==> src/rtl/aes_ctrl_pkg.sv <==
// Shared types, constants and round-constant helpers for the AES-128 round sequencer.
// Pure definitions: no state, no latency, no flow control.
package aes_ctrl_pkg;

    typedef enum logic [2:0] {
        ST_IDLE,
        ST_KEYFWD,
        ST_ARK,
        ST_ROUND,
        ST_DONE
    } state_t;

    localparam int         NR        = 10;
    localparam logic [7:0] RCON_INIT = 8'h01;
    localparam logic [7:0] RCON_LAST = 8'h36;
    localparam logic [7:0] RCON_POLY = 8'h1b;

    function automatic logic [7:0] rcon_fwd(input logic [7:0] r);
        return {r[6:0], 1'b0} ^ (r[7] ? RCON_POLY : 8'h00);
    endfunction

    // Undoes xtime: an odd value means the reduction polynomial was folded in.
    function automatic logic [7:0] rcon_inv(input logic [7:0] r);
        return r[0] ? (((r ^ RCON_POLY) >> 1) | 8'h80) : (r >> 1);
    endfunction

endpackage

==> src/rtl/aes_round_ctrl_if.sv <==
// Request/result handshake between the AES wrapper (master) and the round sequencer (slave).
// Valid/ready on both directions; the master must hold request fields until accepted.
interface aes_round_ctrl_if;
    logic req_valid;
    logic req_decrypt;
    logic req_ready;
    logic done_valid;
    logic done_ready;
    logic done_decrypt;

    modport master (
        output req_valid, req_decrypt, done_ready,
        input  req_ready, done_valid, done_decrypt
    );

    modport slave (
        input  req_valid, req_decrypt, done_ready,
        output req_ready, done_valid, done_decrypt
    );
endinterface

==> src/rtl/aes_rcon_gen.sv <==
// Round-constant register, steppable forward (xtime) or backward; new value visible next cycle.
// No flow control: load_init wins over load_last, which wins over any step.
module aes_rcon_gen
    import aes_ctrl_pkg::*;
(
    input  logic       clk,
    input  logic       rst,
    input  logic       load_init,
    input  logic       load_last,
    input  logic       step_fwd,
    input  logic       step_inv,
    output logic [7:0] rcon
);

    logic [7:0] r_rcon;

    always_ff @(posedge clk) begin
        if (rst || load_init) begin
            r_rcon <= RCON_INIT;
        end else if (load_last) begin
            r_rcon <= RCON_LAST;
        end else if (step_fwd) begin
            r_rcon <= rcon_fwd(r_rcon);
        end else if (step_inv) begin
            r_rcon <= rcon_inv(r_rcon);
        end
    end

    assign rcon = r_rcon;

endmodule

==> src/rtl/aes_round_ctrl.sv <==
// Sequencer for an iterative AES-128 datapath: encrypt result after 11 cycles, decrypt after 22.
// One request in flight; req_ready only in IDLE, result held in DONE until done_ready.
module aes_round_ctrl
    import aes_ctrl_pkg::*;
#(
    parameter int NR     = aes_ctrl_pkg::NR,
    parameter bit DEC_EN = 1'b1
) (
    input  logic             clk,
    input  logic             rst,
    aes_round_ctrl_if.slave  ctrl_if,
    output logic             busy,
    output logic             dp_load,
    output logic             dp_ark,
    output logic             dp_key_fwd,
    output logic             dp_key_inv,
    output logic             dp_round,
    output logic             dp_final,
    output logic [7:0]       dp_rcon,
    output logic [3:0]       dp_round_idx
);

    localparam logic [3:0] LP_NR = 4'(NR);

    state_t     r_state;
    logic [3:0] r_cnt;
    logic [3:0] r_idx;
    logic       r_dec;
    logic       r_req_ready;
    logic       r_busy;
    logic       r_done_valid;
    logic       r_key_fwd;
    logic       r_key_inv;
    logic       r_round;
    logic       r_final;
    logic       r_ark;

    logic       w_dec;
    logic       w_accept;
    logic       w_last;
    logic       w_rcon_init;
    logic       w_rcon_last;

    assign w_dec    = DEC_EN & ctrl_if.req_decrypt;
    assign w_accept = ctrl_if.req_valid & r_req_ready & ~rst;
    assign w_last   = (r_cnt == LP_NR);

    always_ff @(posedge clk) begin
        if (rst) begin
            r_state      <= ST_IDLE;
            r_cnt        <= 4'd0;
            r_idx        <= 4'd0;
            r_dec        <= 1'b0;
            r_req_ready  <= 1'b1;
            r_busy       <= 1'b0;
            r_done_valid <= 1'b0;
            r_key_fwd    <= 1'b0;
            r_key_inv    <= 1'b0;
            r_round      <= 1'b0;
            r_final      <= 1'b0;
            r_ark        <= 1'b0;
        end else begin
            case (r_state)
                ST_IDLE: begin
                    if (w_accept) begin
                        r_dec       <= w_dec;
                        r_req_ready <= 1'b0;
                        r_busy      <= 1'b1;
                        r_cnt       <= 4'd1;
                        r_key_fwd   <= 1'b1;
                        if (w_dec) begin
                            r_state <= ST_KEYFWD;
                        end else begin
                            r_state <= ST_ROUND;
                            r_round <= 1'b1;
                            r_idx   <= 4'd1;
                        end
                    end
                end
                ST_KEYFWD: begin
                    // Walk the key schedule up to key10 before the inverse rounds.
                    if (w_last) begin
                        r_state   <= ST_ARK;
                        r_key_fwd <= 1'b0;
                        r_ark     <= 1'b1;
                        r_cnt     <= 4'd0;
                    end else begin
                        r_cnt <= r_cnt + 4'd1;
                    end
                end
                ST_ARK: begin
                    r_state   <= ST_ROUND;
                    r_ark     <= 1'b0;
                    r_round   <= 1'b1;
                    r_idx     <= 4'd1;
                    r_cnt     <= 4'd1;
                    r_key_inv <= 1'b1;
                end
                ST_ROUND: begin
                    if (w_last) begin
                        r_state      <= ST_DONE;
                        r_round      <= 1'b0;
                        r_final      <= 1'b0;
                        r_key_fwd    <= 1'b0;
                        r_key_inv    <= 1'b0;
                        r_idx        <= 4'd0;
                        r_cnt        <= 4'd0;
                        r_done_valid <= 1'b1;
                    end else begin
                        r_cnt   <= r_cnt + 4'd1;
                        r_idx   <= r_cnt + 4'd1;
                        r_final <= (r_cnt == LP_NR - 4'd1);
                    end
                end
                ST_DONE: begin
                    if (ctrl_if.done_ready) begin
                        r_state      <= ST_IDLE;
                        r_done_valid <= 1'b0;
                        r_busy       <= 1'b0;
                        r_req_ready  <= 1'b1;
                    end
                end
                default: begin
                    r_state <= ST_IDLE;
                end
            endcase
        end
    end

    // Re-arm rcon on the last round so IDLE always shows the initial constant.
    assign w_rcon_init = w_accept | ((r_state == ST_ROUND) & w_last);
    assign w_rcon_last = (r_state == ST_ARK);

    aes_rcon_gen u_rcon (
        .clk       (clk),
        .rst       (rst),
        .load_init (w_rcon_init),
        .load_last (w_rcon_last),
        .step_fwd  (r_key_fwd),
        .step_inv  (r_key_inv),
        .rcon      (dp_rcon)
    );

    assign ctrl_if.req_ready    = r_req_ready;
    assign ctrl_if.done_valid   = r_done_valid;
    assign ctrl_if.done_decrypt = r_dec;

    assign busy         = r_busy;
    assign dp_load      = w_accept;
    assign dp_ark       = (w_accept & ~w_dec) | r_ark;
    assign dp_key_fwd   = r_key_fwd;
    assign dp_key_inv   = r_key_inv;
    assign dp_round     = r_round;
    assign dp_final     = r_final;
    assign dp_round_idx = r_idx;

endmodule

==> src/flat_wrapper.sv <==
// flat-port wrapper written by rule: the top's interface ports become plain ports
module aes_round_ctrl_flat import aes_ctrl_pkg::*;
#(
    parameter int NR     = aes_ctrl_pkg::NR,
    parameter bit DEC_EN = 1'b1
)
  (clk, rst, busy, dp_load, dp_ark, dp_key_fwd, dp_key_inv, dp_round, dp_final, dp_rcon, dp_round_idx, ctrl_if_req_valid, ctrl_if_req_decrypt, ctrl_if_done_ready, ctrl_if_req_ready, ctrl_if_done_valid, ctrl_if_done_decrypt);
  aes_round_ctrl_if ctrl_if_i ();
  input  logic clk;
  input  logic rst;
  output logic busy;
  output logic dp_load;
  output logic dp_ark;
  output logic dp_key_fwd;
  output logic dp_key_inv;
  output logic dp_round;
  output logic dp_final;
  output logic [7:0] dp_rcon;
  output logic [3:0] dp_round_idx;
  input wire logic [$bits(ctrl_if_i.req_valid)-1:0] ctrl_if_req_valid;
  input wire logic [$bits(ctrl_if_i.req_decrypt)-1:0] ctrl_if_req_decrypt;
  input wire logic [$bits(ctrl_if_i.done_ready)-1:0] ctrl_if_done_ready;
  output wire logic [$bits(ctrl_if_i.req_ready)-1:0] ctrl_if_req_ready;
  output wire logic [$bits(ctrl_if_i.done_valid)-1:0] ctrl_if_done_valid;
  output wire logic [$bits(ctrl_if_i.done_decrypt)-1:0] ctrl_if_done_decrypt;
  assign ctrl_if_i.req_valid = ctrl_if_req_valid;
  assign ctrl_if_i.req_decrypt = ctrl_if_req_decrypt;
  assign ctrl_if_i.done_ready = ctrl_if_done_ready;
  assign ctrl_if_req_ready = ctrl_if_i.req_ready;
  assign ctrl_if_done_valid = ctrl_if_i.done_valid;
  assign ctrl_if_done_decrypt = ctrl_if_i.done_decrypt;
  aes_round_ctrl #(.NR(NR), .DEC_EN(DEC_EN)) u_core (.clk(clk), .rst(rst), .ctrl_if(ctrl_if_i), .busy(busy), .dp_load(dp_load), .dp_ark(dp_ark), .dp_key_fwd(dp_key_fwd), .dp_key_inv(dp_key_inv), .dp_round(dp_round), .dp_final(dp_final), .dp_rcon(dp_rcon), .dp_round_idx(dp_round_idx));
endmodule
==> config.mk <==
export PLATFORM = sky130hd
export DESIGN_NAME = aes_round_ctrl_flat
export DESIGN_NICKNAME = d
export VERILOG_FILES = /design/src/rtl/aes_ctrl_pkg.sv /design/src/rtl/aes_round_ctrl_if.sv /design/src/rtl/aes_rcon_gen.sv /design/src/rtl/aes_round_ctrl.sv /design/src/flat_wrapper.sv
export SDC_FILE = /design/constraint.sdc
export NUM_CORES = 1
export LEC_CHECK = 0
export BUFFER_PORTS_ARGS = -buffer_cell sky130_fd_sc_hd__buf_2
export CAP_MARGIN = 20
export CORE_UTILIZATION = 50
export CTS_BUF_LIST = sky130_fd_sc_hd__clkbuf_2 sky130_fd_sc_hd__clkbuf_4 sky130_fd_sc_hd__clkbuf_8
export CTS_CLUSTER_SIZE = 25
export DETAILED_ROUTE_END_ITERATION = 16
export GPL_TIMING_DRIVEN = 1
export PLACE_DENSITY_LB_ADDON = 0.12
export SLEW_MARGIN = 30
export SYNTH_ARGS = -nofsm -noshare
export SYNTH_HDL_FRONTEND = slang
export SYNTH_SLANG_ARGS = --single-unit
export TNS_END_PERCENT = 1
==> constraint.sdc <==
create_clock -name clk -period 1.6 [get_ports clk]
set_input_delay 0.08 -clock clk [delete_from_list [all_inputs] [get_ports clk]]
set_output_delay 0.08 -clock clk [all_outputs]
set_load 0.01 [all_outputs]
==> results.yml <==
logic_synthesis:
  synthCells: 158
  ys_types: 38
  synth_top_area_cell: "dfxtp_1"
  ys_ff_latch: 28
  synth-edff-count: 0
  synth_nets: 163
  synth_xor_area_share_pct: 5.10
  post_synth_and_or_nand_nor_area_fraction_pct: 20.8
  synthTopCellsByArea: "dfxtp_1 41%, a21oi_1 6.9%, nor2_1 4.9%"
  synthFlopType: "dfxtp_1"
  synth_top_family_by_area: "compound AO/OA/AOI/OAI gates"
  ys_async_sr_fraction_pct: 0
  muxShareOfSynthArea_pct: 5.20
  yosys_warnings: 0
  synthAdderAreaFrac_pct: 0
  netlist_area_mm2: 0.00137
  seq_area_frac_synth_pct: 40.8
  synth_top_cell_area_share_pct: 40.8
  synth-compound-area-share_pct: 21.7
  avgSynthCellArea_um2: 8.69
critical_path:
  cp.depth: 4
  crit_path_start: "u_core.r_state[0]"
  worstPathRequired_ps: 1870
  path_cells: "or3b_4 > nor3_1 > o21ai_1 > nand2_1"
  cp.arrival_ps: 1740
  r2r-start: "u_core.r_state[0]"
  path_class: "reg -> reg"
  r2r_setup_slack_ps: 130
  endpoint: "u_core.r_cnt[1]"
  critPathTopFamily: "simple AND/OR/NAND/NOR gates"
  cp_num_buf_inv: 0
  endpoint_kind: "register"
  r2r_end: "u_core.r_cnt[1]"
  cp-start-kind: "register"
  crit_fanout: 10
  slowest_stage: "dfxtp_1"
  reg2regPathDepth: 4
  max_stage_delay_ps: 610
power_and_ir_drop:
  finalPower_mw: 1.32
  max-vdd-ir-drop_uv: 589
  p_leak_nw: 0.625
  power_density_mw_per_mm2: 869
clocking:
  clk_pin_slew_ps: 140
  root_buffer: "clkbuf_4"
  numCtsBuffers: 3
  clock_sinks: 28
  clk_path_buf_depth: 2
  cts_setup_buffers: 0
  clkLatencyLatePin_ps: 320
  cts_tree: "yes"
  cts.htree.levels: 1
cells_and_area:
  diodes: 0
  drive_gt1_share_pct: 24.2
  instances_no_fill: 208
  syn2layout_area_growth_pct: 11.0
  fin_nets: 185
  design_area_mm2: 0.00152
detailed_routing:
  wl_um: 2790
  ant_nets: 0
  vias: 1161
  vias_per_cell: 5.58
  drc: 0
  drt_first_iter_violations: 26
  wl_per_cell_um: 13.4
  dr.pass1.iters: 4
sta:
  min_period_ps: 1470
  rsz0062_at_grt: "false"
  hold_viol: 0
  max_slew_margin_pct: 63.4
  tns_ps: 0
  slew_violations: 0
  hold_ws_ps: 37.2
  worst_slew_pin_slew_ps: 549
  fmax_mhz: 681
  skew_ps: 8.03
  fin_crit_sh_pct: 91.8
  setup_violations: 0
grt:
  grt_pass1_wl_um: 4500
  grt_antenna_before_repair: 0
  grt_pass1_vias: 1022
  grt_max_degree: 20
  overflow: 0
  grt_use_total_pct: 21.2
run_status:
  status: "finished, final reports clean"
min_path:
  hold_path_depth: 3
  min_path_type: "in -> reg"
die:
  die_area_mm2: 0.00296
  dieHeight_um: 54.4
  start_util_pct: 53.9
  die_x_um: 54.4
  rows: 18
  core_mm2: 0.00254
  io_pins: 27
placement:
  placed_area_mm2: 0.00149
  dpl.hpwl_um: 2070
  gp_congestion: 0.811
  dp_cells: 204
  io_buffers: 26
job:
  maxCapViolations: 0
-- worst min path at each step --
stage,from,end
2_1_floorplan,ctrl_if_req_decrypt,u_core.r_state[1]
3_3_place_gp,ctrl_if_req_decrypt,u_core.r_state[1]
3_5_place_dp,ctrl_if_req_decrypt,u_core.r_state[1]
4_1_cts,ctrl_if_done_ready,u_core.r_state[2]
5_1_grt,ctrl_if_done_ready,u_core.r_state[2]
6_report,ctrl_if_done_ready,u_core.r_state[2]
-- routing by layer --
metal | up-vias | routed length [um] | track usage (%)
met2 | 32 | 1320 | 34.3
met4 | 0 | 31 | 8.97
met5 | - | 0 | 0
li1 | 595 | - | -
met1 | 530 | 1340 | 28.1
met3 | 4 | 93 | 2.50
-- registers in the layout, summed over array words and instances (netlist names) --
register,cells
u_core.dp_final,1
u_core.dp_round,1
u_core.busy,1
u_core.r_state,3
u_core.r_ark,1
u_core.dp_key_inv,1
u_core.dp_key_fwd,1
u_core.ctrl_if.done_valid,1
u_core.r_cnt,4
u_core.u_rcon.rcon,8
u_core.ctrl_if.done_decrypt,1
u_core.ctrl_if.req_ready,1
u_core.dp_round_idx,4
-- cells in the final DEF, fill, tap and decap left out, types with 2 or more instances in the layout --
| cell type | count |
|---|---|
| a21oi_1 | 19 |
| o21ai_0 | 6 |
| buf_4 | 2 |
| xnor2_1 | 4 |
| a211o_1 | 2 |
| a31oi_1 | 2 |
| nor3_1 | 2 |
| nand3_1 | 3 |
| nand2_1 | 17 |
| dfxtp_1 | 28 |
| xor2_1 | 4 |
| nand3b_1 | 2 |
| clkbuf_4 | 3 |
| nor2b_1 | 2 |
| mux2i_1 | 6 |
| a211oi_1 | 2 |
| o32ai_1 | 3 |
| inv_1 | 5 |
| nor2_1 | 18 |
| o21a_1 | 2 |
| o22ai_1 | 2 |
| buf_2 | 26 |
| a221oi_1 | 2 |
-- where the power goes --
| group | internal [mW] | total, mW | switching, mW |
|---|---|---|---|
| registers | 0.735 | 0.800 | 0.0652 |
| clock network | 0.0880 | 0.280 | 0.192 |
| logic | 0.117 | 0.245 | 0.128 |
-- worst min-delay path: cells and delay by family --
kind / cells / cell delay [ps]
and+or+nand+nor: 1 / 100
buffers and inverters: 1 / 90
AOI/OAI and AO/OA: 1 / 60
-- synth_stat cells, types with 4 or more instances --
| master | count |
|---|---|
| a21oi_1 | 19 |
| buf_2 | 4 |
| clkbuf_1 | 4 |
| dfxtp_1 | 28 |
| inv_1 | 5 |
| mux2i_1 | 6 |
| nand2_1 | 17 |
| nor2_1 | 18 |
| o21ai_0 | 6 |
| xnor2_1 | 4 |
| xor2_1 | 4 |
-- final cells by class --
cell class,instances,area [um^2]
Tap cell,30,37.5
Clock buffer,3,22.5
Multi-Input combinational cell,113,729
Fill cell,233,1020
Sequential cell,28,561
Timing Repair Buffer,29,155
Inverter,5,18.8
-- metrics by stage --
| stage | worst slack [ps] | util (%) |
|---|---|---|
| 2_1_floorplan | 375 | - |
| 3_3_place_gp | 247 | 58.4 |
| 3_5_place_dp | 182 | 58.4 |
| 4_1_cts | 109 | 59.7 |
| 5_1_grt | 27.8 | 59.9 |
| 6_report | 132 | 59.9 |
-- what timing repair did --
item | CTS | global route
endpoints found under the hold margin | 1 | 0
gates resized for setup | 0 | 1
endpoints found under the setup margin | 0 | 1
hold buffers | 1 | 0
-- cell families (layout without fill, tap and decap cells) --
kind of cell           Yosys count  after routing
AO/OA/AOI/OAI                   46             46
XOR/XNOR                         8              8
buffers and inverters           17             37
flip-flops                      28             28
multiplexers                     7              7
AND/OR/NAND/NOR                 52             52
No activity file was read; power rests on OpenSTA's default activity.
